==> src/rtl/alu_result_packer.sv <==
// alu_result_packer
// Packs consecutive ALU result bytes into PACK-byte words and queues them in a
// small show-ahead FIFO. The FIFO drains through a valid/ready interface.
// Also keeps a saturating count of zero results and a sticky overflow flag that
// is set when a completed word is dropped because the FIFO is full.
module alu_result_packer #(
  parameter int DATA_W     = 8,
  parameter int PACK       = 4,
  parameter int FIFO_DEPTH = 4,
  parameter int CNT_W      = 16
) (
  input  logic                     clk,
  input  logic                     rst_n,
  input  logic                     in_valid,
  input  logic [DATA_W-1:0]        in_result,
  input  logic                     in_zero,
  input  logic                     flush,
  output logic                     out_valid,
  input  logic                     out_ready,
  output logic [DATA_W*PACK-1:0]   out_data,
  output logic [$clog2(PACK):0]    out_bytes,
  output logic [CNT_W-1:0]         zero_count,
  output logic                     overflow
);

  localparam int LW     = $clog2(PACK);
  localparam int BW     = LW + 1;
  localparam int WORD_W = DATA_W * PACK;
  localparam int PW     = $clog2(FIFO_DEPTH);
  localparam int OW     = PW + 1;

  // Pack register and lane index
  logic [WORD_W-1:0] pack_q, pack_d;
  logic [LW-1:0]     lane_q, lane_d;

  // FIFO storage and bookkeeping
  logic [WORD_W-1:0] mem_data_q  [FIFO_DEPTH];
  logic [BW-1:0]     mem_bytes_q [FIFO_DEPTH];
  logic [PW-1:0]     wr_ptr_q, wr_ptr_d;
  logic [PW-1:0]     rd_ptr_q, rd_ptr_d;
  logic [OW-1:0]     occ_q, occ_d;

  // Registered head view presented on the output port
  logic              out_valid_q, out_valid_d;
  logic [WORD_W-1:0] out_data_q, out_data_d;
  logic [BW-1:0]     out_bytes_q, out_bytes_d;

  // Statistics
  logic [CNT_W-1:0]  zero_count_q, zero_count_d;
  logic              overflow_q, overflow_d;

  // Word as it looks with this cycle's byte merged in
  logic [WORD_W-1:0] word_in;
  logic              full_word;
  logic              flush_emit;
  logic              push_req;
  logic [BW-1:0]     push_bytes;
  logic              pop;
  logic              fifo_full;
  logic              push_ok;
  logic              drop;
  logic [PW-1:0]     rd_next;

  // Merge the incoming byte into its lane; other lanes keep the pack register
  // contents, which are zero beyond the current lane.
  genvar gi;
  generate
    for (gi = 0; gi < PACK; gi++) begin : g_lane
      assign word_in[gi*DATA_W +: DATA_W] =
        (in_valid && (lane_q == LW'(gi))) ? in_result : pack_q[gi*DATA_W +: DATA_W];
    end
  endgenerate

  // Decide whether a word is emitted this cycle and whether the FIFO takes it
  always_comb begin
    full_word  = in_valid && (lane_q == LW'(PACK - 1));
    flush_emit = flush && ((lane_q != '0) || in_valid);
    push_req   = full_word || flush_emit;
    push_bytes = full_word ? BW'(PACK) : (BW'(lane_q) + BW'(in_valid));
    pop        = out_valid_q && out_ready;
    fifo_full  = (occ_q == OW'(FIFO_DEPTH));
    // A pop in the same cycle frees the slot, so a full FIFO still accepts.
    push_ok    = push_req && (!fifo_full || pop);
    drop       = push_req && fifo_full && !pop;
    rd_next    = rd_ptr_q + PW'(1);
  end

  // Pack register: clears on every emit (even a dropped one), else fills a lane
  always_comb begin
    pack_d = pack_q;
    lane_d = lane_q;
    if (push_req) begin
      pack_d = '0;
      lane_d = '0;
    end else if (in_valid) begin
      pack_d = word_in;
      lane_d = lane_q + LW'(1);
    end
  end

  // FIFO pointers, occupancy and the registered show-ahead head
  always_comb begin
    wr_ptr_d    = push_ok ? (wr_ptr_q + PW'(1)) : wr_ptr_q;
    rd_ptr_d    = pop ? rd_next : rd_ptr_q;
    occ_d       = occ_q + OW'(push_ok) - OW'(pop);
    out_valid_d = (occ_d != '0);
    out_data_d  = out_data_q;
    out_bytes_d = out_bytes_q;
    if (occ_d != '0) begin
      if ((occ_q == '0) || (pop && (occ_q == OW'(1)))) begin
        // FIFO empties apart from the word pushed now: it becomes the head.
        out_data_d  = word_in;
        out_bytes_d = push_bytes;
      end else if (pop) begin
        out_data_d  = mem_data_q[rd_next];
        out_bytes_d = mem_bytes_q[rd_next];
      end else begin
        out_data_d  = mem_data_q[rd_ptr_q];
        out_bytes_d = mem_bytes_q[rd_ptr_q];
      end
    end
  end

  // Zero-result counter saturates; overflow is sticky until reset
  always_comb begin
    zero_count_d = zero_count_q;
    if (in_valid && in_zero && (zero_count_q != {CNT_W{1'b1}})) begin
      zero_count_d = zero_count_q + CNT_W'(1);
    end
    overflow_d = overflow_q | drop;
  end

  // FIFO storage write; contents need no reset because pointers gate them
  always_ff @(posedge clk) begin
    if (rst_n && push_ok) begin
      mem_data_q[wr_ptr_q]  <= word_in;
      mem_bytes_q[wr_ptr_q] <= push_bytes;
    end
  end

  // State registers with synchronous active-low reset
  always_ff @(posedge clk) begin
    if (!rst_n) begin
      pack_q       <= '0;
      lane_q       <= '0;
      wr_ptr_q     <= '0;
      rd_ptr_q     <= '0;
      occ_q        <= '0;
      out_valid_q  <= 1'b0;
      out_data_q   <= '0;
      out_bytes_q  <= '0;
      zero_count_q <= '0;
      overflow_q   <= 1'b0;
    end else begin
      pack_q       <= pack_d;
      lane_q       <= lane_d;
      wr_ptr_q     <= wr_ptr_d;
      rd_ptr_q     <= rd_ptr_d;
      occ_q        <= occ_d;
      out_valid_q  <= out_valid_d;
      out_data_q   <= out_data_d;
      out_bytes_q  <= out_bytes_d;
      zero_count_q <= zero_count_d;
      overflow_q   <= overflow_d;
    end
  end

  assign out_valid  = out_valid_q;
  assign out_data   = out_data_q;
  assign out_bytes  = out_bytes_q;
  assign zero_count = zero_count_q;
  assign overflow   = overflow_q;

endmodule
==> config.mk <==
export PLATFORM = sky130hd
export DESIGN_NAME = alu_result_packer
export DESIGN_NICKNAME = d
export VERILOG_FILES = /design/src/rtl/alu_result_packer.sv
export SDC_FILE = /design/constraint.sdc
export NUM_CORES = 1
export LEC_CHECK = 0
export CORE_ASPECT_RATIO = 0.5
export CORE_MARGIN = 5
export CORE_UTILIZATION = 27
export DETAILED_ROUTE_END_ITERATION = 7
export DONT_BUFFER_PORTS = 1
export GPL_TIMING_DRIVEN = 0
export SLEW_MARGIN = 20
export SYNTH_ARGS = -nofsm -noshare
export SYNTH_HDL_FRONTEND = slang
export SYNTH_SLANG_ARGS = --single-unit
==> constraint.sdc <==
create_clock -name clk -period 4.7 [get_ports clk]
set_clock_uncertainty 0.1 [all_clocks]
set_input_delay 0.47 -clock clk [delete_from_list [all_inputs] [get_ports clk]]
set_output_delay 0.47 -clock clk [all_outputs]
set_load 0.01 [all_outputs]
Yosys cells after proc, flatten, opt, wreduce, memory -nomap -nowiden:

Memories as Yosys holds them, arrays and structs flattened. A register that Yosys moved wholly into a read port is not among the register bits.
Cells that the tools add are included.

* equality and inequality tests: 6
* multiplexer cells: 15
* reduce and logical (&&, ||, !) cells: 24
* bitwise gates (word level): 2
* add/sub/neg operators: 7

Operators by type and width (number)
* 2-to-1 mux 32 bit: 2
* 2-to-1 mux 8 bit: 4
* adder 16 x 1 -> 16 bit, second input constant: 1
* inequality test 16 bit, second input constant: 1
* logical AND 1 bit: 13
* 2-to-1 mux 3 bit: 3
* 2-to-1 mux 2 bit: 4
* adder 2 x 1 -> 2 bit, second input constant: 3
* == test 2 bit, second input constant: 2
* logical OR 1 bit: 4
* adder 2 x 1 -> 3 bit: 1
* adder 3 x 1 -> 3 bit: 1
* == test 3 x 1 -> 1 bit, second input constant: 1
* == test 3 bit, second input constant: 1
* zero test 3 bit: 1
* nonzero test 3 bit: 1
* subtractor 3 x 1 -> 3 bit: 1
* == test 2 x 1 -> 1 bit, second input constant: 1
* zero test 1 bit: 2
* zero test 2 bit: 1
* 2-to-1 mux 1 bit: 2
* nonzero test 2 bit: 1
* OR reduction 2 bit: 1
* inverter 1 bit: 1
* bitwise OR 1 bit: 1

* bits in registers: 94
* output and inout bits: 53
* logic and storage cells: 66
* memories kept: 2
* bits in writable memories: 140
* input port bits: 14

Memories
* mem_data_q: words 4, bits a word 32, rd ports 2, clocked after memory_dff 1, write ports 1, RTL line 37 `logic [WORD_W-1:0] mem_data_q [FIFO_DEPTH];`
* mem_bytes_q: words 4, bits a word 3, rd ports 2, clocked after memory_dff 1, write ports 1, RTL line 38 `logic [BW-1:0] mem_bytes_q [FIFO_DEPTH];`

Longest topological paths before layout:

* depth after elaboration: 8
* mapped depth: 14
* mapped depth without buffers: 12

Worst setup path after synthesis:

Ideal clock, no wire load.

* path kind: register -> register
* start point: reg lane_q[0]
* end point: reg out_data_q[10] (netlist: out_data[10])
* data arrival time: 3.135 ns
* cell stages (with the launch flop): 15
* period minus slack after synthesis: 3.357 ns
* slack: 1.343 ns
* path buffers: 2
* path through: dfxtp_1 > inv_1 > ha_1 > nand2b_1 > a22oi_1 > nand2_1 > nand2_1 > ha_1 > fa_1 > or2_2 > buf_1 > o2111ai_4 > buf_4 > nor2_1 > a221o_1

* cells in the longest elaborated chain, start to end: 8

RTL lines
* start, declared: RTL line 34 `logic [LW-1:0] lane_q, lane_d;`
* start signal, assigned: RTL line 156 `lane_q <= lane_d;`
* nonzero test 2 bit: RTL line 77 `flush_emit = flush && ((lane_q != '0) || in_valid);`
* logical OR 1 bit: RTL line 77
* logical AND 1 bit: RTL line 77
* logical OR 1 bit (*): RTL line 78 `push_req = full_word || flush_emit;`
* logical AND 1 bit (*): RTL line 83 `push_ok = push_req && (!fifo_full || pop);`
* adder 3 x 1 -> 3 bit (*): RTL line 105 `occ_d = occ_q + OW'(push_ok) - OW'(pop);`
* subtractor 3 x 1 -> 3 bit (*): RTL line 105
* via occ_d[1]: RTL line 41 `logic [OW-1:0] occ_q, occ_d;`
* nonzero test 3 bit (*): RTL line 109 `if (occ_d != '0) begin`
* end signal, assigned: RTL line 161 `out_data_q <= out_data_d;`
* end, declared: RTL line 45 `logic [WORD_W-1:0] out_data_q, out_data_d;`

Mark *: on every way through the listed nets, which the timed path passes. The rest lies on a longest branch.
A chain may end at the register's enable or synchronous reset.

Worst setup path after layout:

* start point: reg lane_q[0]
* end point: reg out_data_q[24] (netlist: out_data[24])

The elaborated chain is that of the path after synthesis.

==> impl_metrics.toml <==
[worst_setup_path]
critPathArrivalTime_ps = 4590
cpLargestDelayFamily = "simple AND/OR/NAND/NOR gates"
cp_cell_sequence = "inv_1 -> ha_1 -> nand2b_1 -> a22oi_1 -> nand2_1 -> nand2_1 -> ha_1 -> fa_1 -> or2_2 -> buf_1 -> nor3_2 -> buf_2 -> a221o_1"
worstPathMaxFanout = 10
crit_slowest_cell = "nor3_2"
reg2reg_from = "lane_q[0]"
critPathKind = "register to register"
worstRegToRegCells = 13
cp_slowest_stage_delay_ps = 630
cp_data_required_time_ps = 5080
cp-start-kind = "register"
path_buf_inv = 3
reg2reg_slack_ps = 490
end_kind = "register"
r2r_end = "out_data[24]"

[finish]
nNetsFinal = 753
fin_util_pct = 31.54
layout-drive-gt1-share_pct = 23.62
antennaDiodeCount = 0
syn_to_final_growth_pct = 14.66
fin_cells = 1265
stdcell_area_um2 = 11880

[pwr]
peakVddDrop_mv = 0.2540
power_mw = 5.985
power_density_nw_per_um2 = 503.9
power_leakage_nw = 4.271

[timing]
rsz0062_at_grt = "false"
fin_setup_tns_ps = 0
setup_violations = 0
finalHoldViolCount = 0
slew_violations = 0
timing.slew.headroom_pct = 44.58
min_period_ps = 4214
tightestPinTransition_ps = 831.2
finalCritPeriodShare_pct = 89.67
fmax_mhz = 237.3

[global_route]
antenna_found_initial = 0
grt_max_degree = 23
grt_pass1_vias = 6323
overflow = 0
grt_pass1_wl_mm = 37.89
gr-usage-all-layers_pct = 11.26

[clocking]
cts_resized = 0
clk_latency_ps = 530
clock-sinks = 236
holdBufCountCts = 0
clk_pin_slew_ps = 60
numCtsBuffers = 25
htree_levels = 1
cts_setup_buffers = 0
cts-root-buf = "clkbuf_16"
cts_tree = "yes"
cts_max_path_buffers = 3

[yosys]
async_flop_share_pct = 0
synth.largest_area_cell = "edfxtp_1"
yosys.area.top_type_share_pct = 40.58
ys_seq_area_share_pct = 59.14
synth.most_common_cell = "edfxtp_1"
synth_cells = 695
syn_avg_cell_area_um2 = 14.90
ys_top_cells_by_count = "140 x edfxtp_1, 96 x dfxtp_1, 81 x nor2_1"
ys.flop_type = "edfxtp_1"
synth_cell_type_count = 43
synth_area_um2 = 10360
ys_ff_latch = 236
synthesis.nets = 722
synthTopCellsByArea = "edfxtp_1 41%, dfxtp_1 19%, mux4_2 15%"
synth_edf_count = 140
ys_warn_count = 0

[placement]
hpwl_mm = 16.56
placed_area_um2 = 11090
gp_congestion = 0.7652
dp_cells = 1219
port-buffer-count = 0

[floorplanning]
dieArea_um2 = 42620
fp-row-count = 50
core_area_um2 = 37660
start_util_pct = 27.50
ios = 67
die_x_um = 287.0
die-height_um = 148.5

[drt]
avgViaCountPerCell = 4.810
wl_met2_mm = 13.12
highest_layer = "met4"
wl_met1_mm = 9.816
antenna_left = 0
remaining_drc_errors = 0
via_count = 6085
wl_met3_um = 813
drt_wl_total_mm = 24.50
drtIter0Drc = 410
drt-pass1-iter-count = 4
wl_per_cell_um = 19.37

[worst_hold_path]
min_to = "pack_q[26]"
hold_start = "in_result[2]"
hp-class = "input pin to register"
min_path_cells = 2

[job]
drv_cap = 0

[status]
status = "finished clean"
layout make-up:
class,count,area [um^2]
fill,3715,25780
sequential,236,6126
multi-input combinational,375,3830
clock buffer,37,670.6
tap,520,650.6
buffer,41,246.5
inverter,43,161.4
clock inverter,9,112.6
timing repair buffer,4,80.08
cells by family (layout without fill, tap and decap cells):
| group | after synthesis | in the layout | share of synthesized area (%) |
|---|---|---|---|
| AO/OA/AOI/OAI | 69 | 69 | 5.605 |
| XOR/XNOR | 6 | 6 | 0.6523 |
| adder cells (fa/ha/maj) | 13 | 13 | 1.643 |
| buffers and inverters | 84 | 134 | 3.938 |
| flip-flops | 236 | 236 | 59.14 |
| multiplexers | 141 | 141 | 22.49 |
| AND/OR/NAND/NOR | 146 | 146 | 6.535 |
worst reg2reg max path: stages, from the launching register on:
cell	delay [ps]
dfxtp_1	430
inv_1	110
ha_1	220
nand2b_1	200
a22oi_1	570
nand2_1	140
nand2_1	100
ha_1	170
fa_1	440
or2_2	280
buf_1	170
nor3_2	630
buf_2	390
a221o_1	210
flip-flops by register name (all words and copies together), names as in the netlist, named ones only:
register	flops
out_data	32
out_valid	1
mem_data_q	128
mem_bytes_q	12
rd_ptr_q	2
out_bytes	3
pack_q	32
lane_q	2
zero_count	16
wr_ptr_q	2
occ_q	3
overflow	1
how the worst max path moves through the flow:
stage	start	endpoint	slack, ps	cells after the start
global route	lane_q[0]	out_data[24]	220	13
finish	lane_q[0]	out_data[24]	490	13
global placement	lane_q[0]	out_data[27]	710	13
floorplan	lane_q[0]	out_data[10]	1340	14
detailed placement	lane_q[0]	out_data[24]	510	13
CTS	lane_q[0]	out_data[24]	500	13
power breakdown:
part	internal (mW)	total, mW	leakage [nW]	switching (mW)
logic	0.687	1.42	1.79	0.737
registers	2.42	2.67	2.10	0.247
clock network	1.11	1.89	0.382	0.788
total	4.21	5.99	4.27	1.77
per-layer routing:
metal	track usage, %	vias to the layer above
met5	0	-
met4	3.325	0
met3	1.271	41
met2	21.32	127
met1	13.56	3166
li1	-	2751
stage by stage:
step                      setup slack [ps]  hold slack, ps
final                                485.6           54.88
after detailed placement             506.9           423.5
after global placement               708.1           410.3
after CTS                            496.7           37.43
after floorplan                       1343           396.2
after global routing                 224.2           52.28
cell usage in the layout (no fill, tap or decap), types with 14 or more instances in the layout:
| cell | n |
|---|---|
| a21oi_1 | 14 |
| a221o_1 | 34 |
| clkbuf_1 | 25 |
| clkbuf_16 | 25 |
| dfxtp_1 | 96 |
| edfxtp_1 | 140 |
| inv_1 | 43 |
| mux2_2 | 34 |
| mux2i_1 | 37 |
| mux4_2 | 70 |
| nand2_1 | 19 |
| nor2_1 | 81 |
No activity file was read; power rests on OpenSTA's default activity.
